`config.mk`:
```
export PLATFORM = sky130hd
export DESIGN_NAME = ysyx_24100013_ifu
export DESIGN_NICKNAME = d
export VERILOG_FILES = /design/src/rtl/ysyx_24100013_pkg.sv /design/src/rtl/ysyx_24100013_ifu_buf.sv /design/src/rtl/ysyx_24100013_ifu.sv
export SDC_FILE = /design/constraint.sdc
export NUM_CORES = 1
export LEC_CHECK = 0
export ABC_AREA = 1
export BUFFER_PORTS_ARGS = -buffer_cell sky130_fd_sc_hd__buf_2
export CORE_MARGIN = 5
export CORE_UTILIZATION = 40
export DETAILED_ROUTE_END_ITERATION = 12
export MAX_ROUTING_LAYER = met4
export PLACE_DENSITY = 0.79
export RECOVER_POWER = 50
export SLEW_MARGIN = 20
export SYNTH_ARGS = -nofsm -noshare
export SYNTH_HDL_FRONTEND = slang
export SYNTH_SLANG_ARGS = --single-unit
```
`constraint.sdc`:
```
create_clock -name clk -period 1.5 [get_ports clk]
set_input_delay 0.3 -clock clk [delete_from_list [all_inputs] [get_ports clk]]
set_output_delay 0.3 -clock clk [all_outputs]
set_load 0.005 [all_outputs]
```
`src/rtl/ysyx_24100013_pkg.sv`:
```
// Shared definitions for the ysyx_24100013 core front end.
//   ifu_state_e      : fetch unit FSM states (2 bits)
//   DEFAULT_RESET_PC : boot address
//   NOP_INST         : addi x0, x0, 0
//   EBREAK_INST      : ebreak encoding, used by the trap path
package ysyx_24100013_pkg;

  typedef enum logic [1:0] {
    StIdle = 2'd0,
    StReq  = 2'd1,
    StWait = 2'd2,
    StHold = 2'd3
  } ifu_state_e;

  localparam logic [31:0] DEFAULT_RESET_PC = 32'h8000_0000;
  localparam logic [31:0] NOP_INST         = 32'h0000_0013;
  localparam logic [31:0] EBREAK_INST      = 32'h0010_0073;

endpackage

```
`src/rtl/ysyx_24100013_ifu_buf.sv`:
```
// One-entry instruction holding buffer between fetch and decode.
// Ports:
//   clk, rst_n                        clock, async active-low reset
//   load, load_inst/pc/fault          capture a new entry (wins over clear)
//   clear                             drop the entry (consumed or flushed)
//   valid, inst, inst_pc, fault       held entry; payload is stable until the next load
module ysyx_24100013_ifu_buf
  import ysyx_24100013_pkg::*;
#(
  parameter logic [31:0] RESET_PC = DEFAULT_RESET_PC
) (
  input  logic        clk,
  input  logic        rst_n,
  input  logic        load,
  input  logic [31:0] load_inst,
  input  logic [31:0] load_pc,
  input  logic        load_fault,
  input  logic        clear,
  output logic        valid,
  output logic [31:0] inst,
  output logic [31:0] inst_pc,
  output logic        fault
);

  logic        valid_q;
  logic [31:0] inst_q;
  logic [31:0] pc_q;
  logic        fault_q;

  always_ff @(posedge clk or negedge rst_n) begin
    if (!rst_n) begin
      valid_q <= 1'b0;
      inst_q  <= 32'h0;
      pc_q    <= RESET_PC;
      fault_q <= 1'b0;
    end else if (load) begin
      valid_q <= 1'b1;
      inst_q  <= load_inst;
      pc_q    <= load_pc;
      fault_q <= load_fault;
    end else if (clear) begin
      // Payload is left in place; only the valid bit drops.
      valid_q <= 1'b0;
    end
  end

  assign valid   = valid_q;
  assign inst    = inst_q;
  assign inst_pc = pc_q;
  assign fault   = fault_q;

endmodule

```
`src/rtl/ysyx_24100013_ifu.sv`:
```
// Instruction fetch unit: owns the PC, issues one word fetch at a time over a
// valid/ready request channel, buffers the response and hands it to decode.
// Ports:
//   clk, rst_n                                 clock, async active-low reset
//   halt                                       park in IDLE at the next decision point
//   redirect_valid, redirect_pc                PC redirect from execute (highest priority)
//   req_valid, req_ready, req_addr             fetch request channel
//   rsp_valid, rsp_data, rsp_err               fetch response channel (always accepted)
//   inst_valid, inst_ready, inst, inst_pc,
//   inst_fault                                 decode handshake
// Build option IFU_ALIGN_CHECK_EN: a misaligned redirect target is not fetched;
// a faulting nop is presented at that PC instead. Without it the low two
// target bits are cleared and the fetch proceeds normally.
module ysyx_24100013_ifu
  import ysyx_24100013_pkg::*;
#(
  parameter logic [31:0] RESET_PC = DEFAULT_RESET_PC,
  parameter int unsigned PC_STEP  = 4
) (
  input  logic        clk,
  input  logic        rst_n,
  input  logic        halt,
  input  logic        redirect_valid,
  input  logic [31:0] redirect_pc,
  output logic        req_valid,
  input  logic        req_ready,
  output logic [31:0] req_addr,
  input  logic        rsp_valid,
  input  logic [31:0] rsp_data,
  input  logic        rsp_err,
  output logic        inst_valid,
  input  logic        inst_ready,
  output logic [31:0] inst,
  output logic [31:0] inst_pc,
  output logic        inst_fault
);

  ifu_state_e  state_q;
  logic [31:0] pc_q;
  logic        drop_q;   // response of the outstanding request must be discarded

  logic        req_hs;
  logic        rsp_take;
  logic        buf_valid;
  logic        buf_load;
  logic        buf_clear;
  logic [31:0] redirect_target;
  logic [31:0] load_inst;
  logic [31:0] load_pc;
  logic        load_fault;

  assign req_valid = (state_q == StReq);
  assign req_addr  = pc_q;
  assign req_hs    = req_valid & req_ready;
  assign rsp_take  = (state_q == StWait) & rsp_valid;

  // A redirect kills the held instruction in the same cycle.
  assign inst_valid = buf_valid & ~redirect_valid;
  assign buf_clear  = (state_q == StHold) & (redirect_valid | inst_ready);

`ifdef IFU_ALIGN_CHECK_EN
  logic misalign_q;   // the redirect that set drop_q was misaligned
  logic redirect_mis;
  logic nop_direct;
  logic nop_drained;

  assign redirect_target = redirect_pc;
  assign redirect_mis    = redirect_valid & (redirect_pc[1:0] != 2'b00);
  // No request in flight (or its response lands now): present the nop at once.
  assign nop_direct  = redirect_mis & ((state_q == StIdle) | (state_q == StHold) |
                                       ((state_q == StReq) & ~req_hs) | rsp_take);
  // Pending request drained: the nop goes out at the redirect PC held in pc_q.
  assign nop_drained = rsp_take & drop_q & misalign_q & ~redirect_valid;

  assign buf_load   = (rsp_take & ~drop_q & ~redirect_valid) | nop_direct | nop_drained;
  assign load_inst  = (nop_direct | nop_drained) ? NOP_INST : rsp_data;
  assign load_pc    = nop_direct ? redirect_pc : pc_q;
  assign load_fault = (nop_direct | nop_drained) ? 1'b1 : rsp_err;
`else
  assign redirect_target = redirect_pc & ~32'h3;
  assign buf_load        = rsp_take & ~drop_q & ~redirect_valid;
  assign load_inst       = rsp_data;
  assign load_pc         = pc_q;
  assign load_fault      = rsp_err;
`endif

  always_ff @(posedge clk or negedge rst_n) begin
    if (!rst_n) begin
      state_q <= StIdle;
      pc_q    <= RESET_PC;
      drop_q  <= 1'b0;
`ifdef IFU_ALIGN_CHECK_EN
      misalign_q <= 1'b0;
`endif
    end else begin
      if (redirect_valid) begin
        pc_q <= redirect_target;
`ifdef IFU_ALIGN_CHECK_EN
        misalign_q <= redirect_mis;
`endif
      end
      unique case (state_q)
        StIdle: begin
          if (buf_load) begin
            state_q <= StHold;
          end else if (!redirect_valid && !halt) begin
            state_q <= StReq;
          end
        end
        StReq: begin
          if (req_hs) begin
            // Redirect racing the handshake: the old fetch is in flight, drain it.
            state_q <= StWait;
            drop_q  <= redirect_valid;
          end else if (buf_load) begin
            state_q <= StHold;
          end else if (!redirect_valid && halt) begin
            state_q <= StIdle;
          end
        end
        StWait: begin
          if (rsp_valid) begin
            drop_q <= 1'b0;
            if (buf_load) begin
              state_q <= StHold;
            end else if (redirect_valid || !halt) begin
              state_q <= StReq;
            end else begin
              state_q <= StIdle;
            end
          end else if (redirect_valid) begin
            drop_q <= 1'b1;
          end
        end
        StHold: begin
          if (!buf_load) begin
            if (redirect_valid) begin
              state_q <= StReq;
            end else if (inst_ready) begin
              pc_q    <= pc_q + 32'(PC_STEP);
              state_q <= halt ? StIdle : StReq;
            end
          end
        end
        default: state_q <= StIdle;
      endcase
    end
  end

  ysyx_24100013_ifu_buf #(
    .RESET_PC (RESET_PC)
  ) u_buf (
    .clk        (clk),
    .rst_n      (rst_n),
    .load       (buf_load),
    .load_inst  (load_inst),
    .load_pc    (load_pc),
    .load_fault (load_fault),
    .clear      (buf_clear),
    .valid      (buf_valid),
    .inst       (inst),
    .inst_pc    (inst_pc),
    .fault      (inst_fault)
  );

endmodule
```
# Yosys cells after proc, flatten, opt, wreduce, memory -nomap -nowiden
# Cells that the tools add are included.
classes:
  n_addsub: 1
  n_mul: 0
  div_mod_pow: 0
  magnitude_cmp: 0
  n_eq_ne: 10
  n_shift: 0
  mux: 24
  bitwise: 9
  reduce_logical: 10
ops:
  columns: ["op", "n"]
  rows:
  - ["$mux 32", 5]
  - ["$add 32x3->32 const B", 1]
  - ["$mux 2", 10]
  - ["$ne 3x3->1 const B", 3]
  - ["$pmux 2 s4", 1]
  - ["$mux 1", 7]
  - ["$and 1x1->1", 6]
  - ["$reduce_and 5->1", 1]
  - ["$eq 2x2->1 const B", 2]
  - ["$ne 2x2->1 const B", 2]
  - ["$ne 4x1->1 const B", 1]
  - ["$reduce_bool 2->1", 2]
  - ["$reduce_and 3->1", 1]
  - ["$eq 2x1->1 const B", 1]
  - ["$logic_and 1x1->1", 2]
  - ["$logic_not 1->1", 2]
  - ["$logic_not 2->1", 1]
  - ["$ne 2x1->1 const B", 1]
  - ["$not 1->1", 2]
  - ["$pmux 1 s2", 1]
  - ["$logic_or 1x1->1", 1]
  - ["$or 1x1->1", 1]
totals:
  ff_bits: 101
  latch_bits: 0
  mem_bits_rw: 0
  rom_bits: 0
  inputBits: 72
  output_inout_bits: 99
  n_memories: 0

# Logic depth before layout (Yosys ltp)
# Gate-level depths: netlist (run 1).
logic_depth:
  depth_word: 7
  mapped_depth: 10
  ltp_nobuf: 10

# Hierarchy
# A second synthesis (run 1) with hierarchy kept.
unflattened:
  cells_unflattened: 666
  hier_area_um2: 5136.2
modules_own_cells:
  columns: ["mod", "instances", "cells_each", "area_per_inst_um2", "seq_area_each_um2"]
  rows:
  - ["ysyx_24100013_ifu", 1, 387, 2623.8, 877.1]
  - ["ysyx_24100013_ifu_buf", 1, 279, 2512.4, 1652.8]

# Least setup slack after synthesis (run 1)
# OpenSTA, ideal clock, no wires.
synth_timing:
  path_type: "flip-flop to flip-flop"
  start: "reg pc_q[2] (netlist: req_addr[2])"
  end: "reg pc_q[14] (netlist: req_addr[14])"
  setup_time_ns: 0.077
  arrival_time_ns: 1.355
  required_ns: 1.423
  setup_slack_ns: 0.067
  path_stages_with_launch: 9
  n_path_buf: 0
  period_less_slack_ns: 1.433
  path_cell_list: "dfrtp_1 -> ha_1 -> nand3_2 -> nor2_4 -> nand2_2 -> clkinv_2 -> nand3_2 -> xor2_1 -> a21oi_1"
synth_via:
  elab_chain_len: 5
synth_rtl:
  columns: ["element", "line_no", "rtl"]
  rows:
  - ["from (decl)", "ysyx_24100013_ifu.sv:39", "logic [31:0] pc_q;"]
  - ["from (signal assigned)", "ysyx_24100013_ifu.sv:97", "pc_q <= redirect_target;"]
  - ["from (signal assigned)", "ysyx_24100013_ifu.sv:140", "pc_q <= pc_q + 32'(PC_STEP);"]
  - ["$add 32x3->32", "ysyx_24100013_ifu.sv:140", null]
  - ["$mux 32", "ysyx_24100013_ifu.sv:139", "end else if (inst_ready) begin"]
  - ["$mux 32", "ysyx_24100013_ifu.sv:137", "if (redirect_valid) begin"]
  - ["$mux 32", "ysyx_24100013_ifu.sv:136", "if (!buf_load) begin"]
  - ["$mux 32", "ysyx_24100013_ifu.sv:102", "unique case (state_q)"]
# No other way between the ends.
# A chain may end at the register's enable or synchronous reset.

# Worst setup path after layout (run 1)
layout_timing:
  start: "reg state_q[0]"
  end: "reg pc_q[7] (netlist: req_addr[7])"
layout_via:
  elab_chain_len: 6
  word_cells_on_any_way: 7
  cone_classes: "2 x eq/ne; 2 x mux; 3 x bitwise"
layout_rtl:
  columns: ["element", "line_no", "rtl"]
  rows:
  - ["from (decl)", "ysyx_24100013_ifu.sv:38", "ifu_state_e state_q;"]
  - ["from (signal assigned)", "ysyx_24100013_ifu.sv:89", "state_q <= StIdle;"]
  - ["from (signal assigned)", "ysyx_24100013_ifu.sv:105", "state_q <= StHold;"]
  - ["from (signal assigned)", "ysyx_24100013_ifu.sv:107", "state_q <= StReq;"]
  - ["$eq 2x2->1", "ysyx_24100013_ifu.sv:55", "assign rsp_take = (state_q == StWait) & rsp_valid;"]
  - ["$and 1x1->1", "ysyx_24100013_ifu.sv:55", null]
  - ["$and 1x1->1 (2 in a row)", "ysyx_24100013_ifu.sv:81", "assign buf_load = rsp_take & ~drop_q & ~redirect_valid;"]
  - ["$mux 32", "ysyx_24100013_ifu.sv:136", null]
  - ["$mux 32 *", "ysyx_24100013_ifu.sv:102", null]
# Every way passes the cells marked *; elsewhere a longest branch is shown, timed or not.

==> impl_metrics.yaml, run 1 <==
run_status:
  outcome: "finished with violations"
  failed_checks: "negative setup slack"
clock_network:
  clk_pin_slew_worst_paths_ns: 0.07
  cts_buffers: 9
  clock_sinks: 101
  tritoncts: "done"
  cts.path.max_buffers: 2
  cts_root_buf: "clkbuf_16"
  insertion_delay_ns: 0.36
  htreeDepth: 3
timing:
  fmax_ghz: 0.6337
  finalMaxSlewViolations: 0
  skew_ns: 0.01021
  relSlewSlack_pct: 62.31
  period_needed_ns: 1.578
  rsz0062_at_grt: "true"
  setup_viol: 28
  fin_crit_sh_pct: 105.2
  fin_ws_ns: -0.07813
  hold_viol_final: 0
  worst_slew_pin_slew_ns: 0.5654
cells_and_area:
  post_route_cells_drive_above_1_share_pct: 34.53
  nNetsFinal: 1018
  fillers: 1232
  design_area_mm2: 0.007506
  syn2layout_area_growth_pct: 38.32
  fin_util_pct: 56.46
power:
  leakagePower_nw: 3.916
  power.density_mw_per_mm2: 1641
  fin_total_pwr_mw: 12.32
  ir_worst_vdd_v: 0.0007764
floorplanning:
  die_h_um: 126.5
  dieArea_mm2: 0.01600
  rows: 42
  start_util_pct: 40.81
  die_x_um: 126.5
  core-area_mm2: 0.01330
  io_pins: 171
drt:
  vias: 5576
  viasPerCell: 4.943
  wl_per_cell_um: 15.22
  dr.pass1.iters: 5
  route.detailed.drc: 0
  drt_iter0_drc: 356
  ant_nets: 0
  routed_wl_mm: 17.17
placed_design:
  io_buffer_count: 168
  hpwl_mm: 11.70
  gp_congestion: 0.8774
  place_area_mm2: 0.006706
yosys:
  synth_edf_count: 0
  ys_ff_latch: 101
  yosys_warnings: 0
  yosysMostFrequentCell: "nand2_1"
  synthTopCellsByArea: "dfrtp_1, nand2_1, o21ai_0"
  synth_fp_nets: 814
  ys_types: 32
  synthesis.area_mm2: 0.005426
  async_flop_share_pct: 100.0
  synthTopCellsByCount: "nand2_1, dfrtp_1, o21ai_0, nor2_1, inv_1"
  seq_area_frac_synth_pct: 46.62
  syn_avg_cell_area_um2: 7.323
  syn-instance-count: 741
  ys.flop_type: "dfrtp_1"
  synth_top_area_cell: "dfrtp_1"
  synth_top_area_share_pct: 45.65
grt:
  grt-ovfl-total: 0
  grt_max_degree: 43
  grt_pass1_wl_mm: 26.23
  antenna_found_initial: 2
  grtUsageMet1_pct: 26.70
  top_usage_layer: "met2"
  grtUsageTotal_pct: 20.73
  grt.met3_usage_pct: 5.296
  met2_usage_pct: 32.38
  grt_pass1_vias: 5334
critical_path:
  rr_startpoint: "state_q[0]"
  arrival_ns: 1.82
  path_class: "reg -> reg"
  worstSetupEndpointType: "flop"
  critPathMaxFanout: 9
  reg2reg_slack_ns: -0.08
  reg2regPathDepth: 9
  worstPathRequired_ns: 1.74
  cp-start-kind: "flop"
  reg2reg_to: "req_addr[7]"
hold_path:
  hold_path_class: "in -> reg"
  hold_depth: 3
  hold_end: "u_buf.inst[0]"
  hp-start: "rsp_data[0]"
run:
  cap_violations: 0
-- report_power, final --
part | switching (mW) | internal (mW)
sequential | 0.848 | 3.90
combinational | 2.73 | 2.26
clock | 1.07 | 1.51
total | 4.65 | 7.66
-- cell families after synthesis --
kind of cell	synth area share, %
simple gates	34.06
compound gates	10.17
flops	46.62
buf+inv	7.147
xor+xnor	1.775
fa+ha+maj	0.2305
-- flip-flops by register name, indices dropped and copies added (netlist names) --
name,cells
u_buf.inst_pc,32
req_addr,32
u_buf.inst,32
u_buf.valid,1
u_buf.fault,1
state_q,2
drop_q,1
-- critical path, stage by stage, from the launching register on --
cell       delay, ns
dfrtp_1         0.40
inv_2           0.10
nand2_4         0.06
nor2_4          0.11
nand3b_4        0.15
buf_12          0.18
clkbuf_16       0.17
nand2_2         0.07
xor2_1          0.14
a21oi_1         0.08
-- layout by cell type, fill, tap and decap left out, types with 3 or more instances in the layout --
cell type and count:
nor2_4 11, buf_2 162, inv_1 49, a211oi_1 5
nand2_2 24, dfrtp_1 95, buf_4 34, inv_2 7
clkbuf_16 16, nand2_1 276, nand3_1 33, o21ai_0 43
nand2_4 3, a21oi_1 27, o21ai_2 10, nor2_1 54
clkbuf_1 5, buf_6 5, nor2_2 19, dfrtp_2 4
o21ai_1 12, clkinv_2 4, nand3_2 3, xor2_1 11
a21oi_2 4, buf_12 8
-- layer usage --
| metal | wire length, um | up-vias | share of wire, % |
|---|---|---|---|
| met5 | 0 | - | 0 |
| met4 | 429 | 0 | 2.5 |
| met3 | 1259 | 33 | 7.3 |
| met2 | 8097 | 205 | 47 |
| met1 | 7380 | 2604 | 43 |
| li1 | - | 2734 | - |
-- worst max path at each step --
stage	start	endpoint	depth (start not counted)	slack (ns)
final	state_q[0]	req_addr[7]	9	-0.08
after global routing	state_q[0]	req_addr[7]	9	-0.16
after CTS	state_q[0]	req_addr[10]	8	-0.01
after detailed placement	redirect_valid	req_addr[29]	8	-0.02
after global placement	redirect_valid	req_addr[29]	8	0.01
after floorplan	req_addr[2]	req_addr[14]	8	0.07
-- through the flow --
stage	instances	hold WS (ns)	worst slack, ns	setup TNS [ns]
2_1_floorplan	741	0.004409	0.06715	0
5_1_grt	1128	0.1312	-0.1628	-4.355
4_1_cts	1108	0.1207	-0.01413	-0.01413
3_5_place_dp	1090	0.2176	-0.02436	-0.1405
3_3_place_gp	1090	0.2196	0.01142	0
6_report	1128	0.1302	-0.07813	-1.223
-- area by class of cell --
type	instances	area (um2)	share of cell area [%]
clock buffers	10	239.0	3.184
diodes	2	5.005	0.06668
repair buffers	226	1539	20.50
clock inverters	6	83.83	1.117
well taps	176	220.2	2.934
flip-flops and latches	101	2535	33.77
inverters	59	222.7	2.967
multi-input cells	548	2661	35.46
-- what timing repair did --
action | CTS | global route
hold buffers | 1 | 0
hold endpoints to repair | 17 | 0
pin swaps | 1 | 16
endpoints found under the setup margin | 13 | 77
setup buffers | 1 | 11
cloned | 0 | 7
resized for setup | 6 | 70
No activity file was read; power rests on OpenSTA's default activity.
==> run 2, diff against run 1 <==
--- a/config.mk
+++ b/config.mk
@@ -7,7 +7,7 @@
 export LEC_CHECK = 0
 export ABC_AREA = 1
 export BUFFER_PORTS_ARGS = -buffer_cell sky130_fd_sc_hd__buf_2
-export CORE_MARGIN = 5
+export CORE_MARGIN = 2
 export CORE_UTILIZATION = 40
 export DETAILED_ROUTE_END_ITERATION = 12
 export MAX_ROUTING_LAYER = met4
==> run 2 against run 1 <==
Net effect:
- the run now ends clean
- non-clock buffer count fell by 10
- clock skew fell by 0.0031 ns
- wire length fell by 12%
- combinational power fell by 4.4%
- first-iteration DRC count fell by 8.1%
==> impl_metrics.yaml, run 2 (synthesis results as in run 1) <==
run_status:
  outcome: "finished clean"
critical_path:
  arrival_ns: 1.76
  path_class: "reg -> reg"
  worstSetupEndpointType: "flop"
  worstPathRequired_ns: 1.77
  reg2reg_slack_ns: 0.01
  critPathMaxFanout: 3
  cp-start-kind: "flop"
floorplanning:
  die_h_um: 120.5
  die_x_um: 120.5
  io_pins: 171
  rows: 42
  core-area_mm2: 0.01324
  start_util_pct: 40.98
  dieArea_mm2: 0.01451
cells_and_area:
  nNetsFinal: 1008
  instances_no_fill: 1116
  layout_commonest_cell: "nand2_1"
  seq_area_mm2: 0.002535
  post_route_cells_drive_above_1_share_pct: 31.31
  design_area_mm2: 0.007203
  multiInputGateArea_mm2: 0.002590
  final_cell_mix: "nand2_1, buf_2, dfrtp_1"
  fin_util_pct: 54.39
  syn2layout_area_growth_pct: 32.74
  fillers: 1264
timing:
  fin_crit_sh_pct: 99.23
  hold_viol_final: 0
  finalMaxSlewViolations: 0
  setup_viol: 0
  skew_ns: 0.007125
  hold_ws_ns: 0.1412
  period_needed_ns: 1.488
  worst_slew_pin_slew_ns: 0.7463
  fmax_ghz: 0.6718
  relSlewSlack_pct: 50.25
  rsz0062_at_grt: "true"
grt:
  grtUsageMet1_pct: 28.98
  grt_max_degree: 42
  grtUsageTotal_pct: 21.72
  grt_pass1_vias: 5033
  grt_pass1_wl_mm: 24.29
  antenna_found_initial: 1
  grt.met3_usage_pct: 5.047
  top_usage_layer: "met2"
  grt-ovfl-total: 0
  met2_usage_pct: 33.30
drt:
  wl_per_cell_um: 13.50
  vias: 5401
  viasPerCell: 4.840
  ant_nets: 0
  routed_wl_mm: 15.07
  drt_iter0_drc: 327
  route.detailed.drc: 0
  dr.pass1.iters: 6
clock_network:
  cts.path.max_buffers: 2
  clk_pin_slew_worst_paths_ns: 0.07
  tritoncts: "done"
  htreeDepth: 3
  insertion_delay_ns: 0.35
  cts_root_buf: "clkbuf_16"
  cts_buffers: 9
  clock_sinks: 101
power:
  fin_total_pwr_mw: 11.78
  ir_worst_vdd_v: 0.0008585
  power.density_mw_per_mm2: 1636
  leakagePower_nw: 3.746
placed_design:
  io_buffer_count: 168
  hpwl_mm: 11.15
  place_area_mm2: 0.006759
  placed_cells: 1092
  gp_congestion: 0.9437
run:
  cap_violations: 0
hold_path:
  hold_path_class: "in -> reg"
[run 2: cell count changes in the layout (fill, tap and decap cells not counted), moves of 5 or more]
cell,change
o21ai_0,+16
clkbuf_16,-7
buf_4,-5
o21ai_1,-6
nand2_2,-8
o21ai_2,-10
nand2_1,+11
[run 2: power by group]
| part | internal (mW) | switching (mW) |
|---|---|---|
| registers | 3.90 | 0.843 |
| logic | 2.19 | 2.58 |
| clock network | 1.28 | 0.993 |
| total | 7.37 | 4.42 |
[run 2: layout make-up]
cell class,count,area share [%]
clock buffer,11,3.231
tap,176,3.057
multi-input combinational,548,35.96
inverter,59,3.109
sequential,101,35.19
clock inverter,4,0.6948
antenna,1,0.03474
timing repair buffer,216,18.72
[run 2: stage by stage]
step	TNS [ns]	worst slack [ns]
6_report	0	0.01153
5_1_grt	-1.638	-0.08980
4_1_cts	0	0.008013
3_5_place_dp	-0.06243	-0.03657
3_3_place_gp	0	0.02809
2_1_floorplan	0	0.06715
[run 2: critical path, cell delays in order (launching register included)]
cell,delay (ns)
dfrtp_1,0.42
ha_4,0.18
nand3_4,0.11
nor2_4,0.17
nand2_2,0.10
clkinv_2,0.08
nand3_2,0.07
xor2_1,0.15
a21oi_1,0.13
[run 2: worst paths after layout]
check | startpoint | end | depth (start not counted)
worst max register to register | req_addr[2] | req_addr[14] | 8
worst min register to register | u_buf.inst[10] | u_buf.inst[10] | 2
min in group asynchronous | rst_n | u_buf.inst[30] | 2
worst min-delay path | rsp_data[29] | u_buf.inst[29] | 3
worst max-delay path | req_addr[2] | req_addr[14] | 8
max in group asynchronous | rst_n | req_addr[19] | 3
[run 2: per-layer routing]
layer / routed length [um] / vias to the layer above
met5: 0 / -
met4: 202 / 0
met3: 1099 / 20
met2: 7014 / 210
met1: 6751 / 2466
li1: - / 2705
[run 2: repair_timing]
| action | in CTS | in global routing |
|---|---|---|
| endpoints found under the setup margin | 4 | 76 |
| pin swaps | 0 | 6 |
| buffers inserted | 0 | 7 |
| gates resized for setup | 2 | 36 |
| hold buffers | 1 | 0 |
| hold endpoints to repair | 13 | 0 |
==> run 3, diff against run 2 <==
--- a/config.mk
+++ b/config.mk
@@ -6,12 +6,12 @@
 export NUM_CORES = 1
 export LEC_CHECK = 0
 export ABC_AREA = 1
-export BUFFER_PORTS_ARGS = -buffer_cell sky130_fd_sc_hd__buf_2
 export CORE_MARGIN = 2
 export CORE_UTILIZATION = 40
 export DETAILED_ROUTE_END_ITERATION = 12
+export DONT_BUFFER_PORTS = 1
 export MAX_ROUTING_LAYER = met4
-export PLACE_DENSITY = 0.79
+export PLACE_DENSITY = 0.67
 export RECOVER_POWER = 50
 export SLEW_MARGIN = 20
 export SYNTH_ARGS = -nofsm -noshare
==> run 3 against run 2 <==
Net effect:
- the flow now finishes with violations (negative hold slack, negative setup slack)
- utilization is 5.0 points lower
- combinational power is 21% lower
- sequential share of layout area is 3.5 points higher
- setup slack worse by 0.072 ns
- via count is 11% lower
- final area is 9.2% lower
==> impl_metrics.yaml, run 3 (synthesis results as in run 1) <==
drt:
  ant_nets: 0
  drt_iter0_drc: 401
  routed_wl_mm: 14.75
  vias: 4790
  wl_per_cell_um: 15.43
  dr.pass1.iters: 5
  route.detailed.drc: 0
  viasPerCell: 5.010
floorplanning:
  core-area_mm2: 0.01324
  die_x_um: 120.5
  io_pins: 171
  start_util_pct: 40.98
  dieArea_mm2: 0.01451
  rows: 42
  die_h_um: 120.5
timing:
  skew_ns: 0.008135
  worst_slew_pin_slew_ns: 0.3739
  hold_ws_ns: -0.3614
  fin_crit_sh_pct: 104.0
  finalMaxSlewViolations: 0
  fin_ws_ns: -0.06050
  fin_tns_setup_ns: -0.5624
  relSlewSlack_pct: 74.81
  period_needed_ns: 1.560
  hold_viol_final: 101
  setup_viol: 25
  rsz0062_at_grt: "true"
  fmax_ghz: 0.6408
run:
  cap_violations: 0
cells_and_area:
  fin_util_pct: 49.37
  syn2layout_area_growth_pct: 20.47
  fillers: 1289
  design_area_mm2: 0.006538
  nNetsFinal: 848
  antenna_cells: 0
  final_cell_mix: "nand2_1, dfrtp_1, nor2_1"
  layout_commonest_cell: "nand2_1"
  post_route_cells_drive_above_1_share_pct: 22.31
critical_path:
  worstSetupEndpointType: "flop"
  cp_slowest_cell: "dfrtp_1"
  path_class: "reg -> reg"
  reg2reg_slack_ns: -0.06
  arrival_ns: 1.80
  reg2regPathDepth: 8
  crit_family: "simple AND/OR/NAND/NOR gates"
  reg2reg_to: "req_addr[10]"
  cp-start-kind: "flop"
  max_stage_delay_ns: 0.41
  worstPathRequired_ns: 1.74
  path_cells: "inv_2 > nand2_2 > nor2_4 > nand3b_4 > clkbuf_16 > nand3b_1 > xor2_1 > a21oi_1"
  critPathBufInv: 2
  rr_startpoint: "state_q[0]"
  critPathMaxFanout: 8
power:
  p_sw_mw: 4.261
  power.density_mw_per_mm2: 1675
  seqPwrFrac_pct: 45.2
  switching_share_pct: 38.93
  leakagePower_nw: 3.127
  ir_worst_vdd_v: 0.0009024
  p_clk_share_pct: 20.1
  p_int_mw: 6.686
  p_comb_share_pct: 34.6
hold_path:
  hold_path_class: "in -> async"
clock_network:
  tritoncts: "done"
  insertion_delay_ns: 0.35
  clock_sinks: 101
  cts_buffers: 9
  cts_root_buf: "clkbuf_16"
  cts.path.max_buffers: 2
  clk_pin_slew_worst_paths_ns: 0.07
  htreeDepth: 3
run_status:
  failed_checks: "negative hold slack, negative setup slack"
  outcome: "finished with violations"
grt:
  antenna_found_initial: 0
  grt_pass1_wl_mm: 23.20
  grt_pass1_vias: 4713
  grt-ovfl-total: 0
  grtUsageTotal_pct: 20.95
  grt_max_degree: 102
placed_design:
  io_buffer_count: 0
  hpwl_mm: 10.25
  gp_congestion: 0.9262
  place_area_mm2: 0.005898
  pre_cts_slack_ns: 0.02245
[run 3: power by group through the flow]
| stage | Combinational [mW] | Sequential (mW) | Clock, mW |
|---|---|---|---|
| floorplan | 2.19 | 4.81 | 0 |
| global placement | 3.33 | 4.94 | 0 |
| detailed placement | 3.42 | 4.92 | 0 |
| CTS | 3.41 | 4.92 | 2.28 |
| global route | 4.33 | 5.11 | 2.40 |
| finish | 3.79 | 4.95 | 2.21 |
[run 3: worst reg2reg max path, cell delays in order (launching register included)]
cell       delay, ns
dfrtp_1         0.41
inv_2           0.07
nand2_2         0.06
nor2_4          0.14
nand3b_4        0.21
clkbuf_16       0.24
nand3b_1        0.09
xor2_1          0.14
a21oi_1         0.08
[run 3: final cells by class]
cell class | instances | area, um2 | area share, %
flip-flops and latches | 101 | 2531 | 38.72
repair buffers | 56 | 575.6 | 8.804
clock inverters | 4 | 23.77 | 0.3636
clock buffers | 12 | 246.5 | 3.770
multi-input cells | 548 | 2714 | 41.51
inverters | 59 | 226.5 | 3.464
well taps | 176 | 220.2 | 3.368
[run 3: timing repair]
item	4_1_cts	5_1_grt
setup buffers	0	7
hold endpoints to repair	101	101
setup endpoints to repair	0	39
gates resized for setup	0	91
[run 3: per-layer routing]
layer	track usage, %	part of all wire (%)	up-vias	wire length, um
met1	26.96	44	2215	6558
met3	5.708	7.4	18	1091
met4	5.160	1.4	0	202
li1	-	-	2395	-
met2	33.05	47	162	6894
met5	-	0	-	0
[run 3: how the worst max path moves through the flow]
stage / slack [ns] / end / depth (start not counted) / start
2_1_floorplan: 0.07 / req_addr[14] / 8 / req_addr[2]
3_3_place_gp: 0.04 / u_buf.inst_pc[24] / 8 / state_q[0]
3_5_place_dp: 0.02 / req_addr[29] / 9 / state_q[0]
4_1_cts: 0.002 / req_addr[16] / 8 / req_addr[2]
5_1_grt: -0.14 / req_addr[14] / 8 / state_q[0]
6_report: -0.06 / req_addr[10] / 8 / state_q[0]
[run 3: stage by stage]
| stage | std cells | hold WS, ns | power (mW) |
|---|---|---|---|
| floorplan | 741 | 0.004409 | 7.005 |
| CTS | 946 | -0.3768 | 10.61 |
| global route | 956 | -0.3854 | 11.85 |
| finish | 956 | -0.3614 | 10.95 |
| global placement | 930 | 0.006414 | 8.263 |
| detailed placement | 930 | 0.006511 | 8.347 |
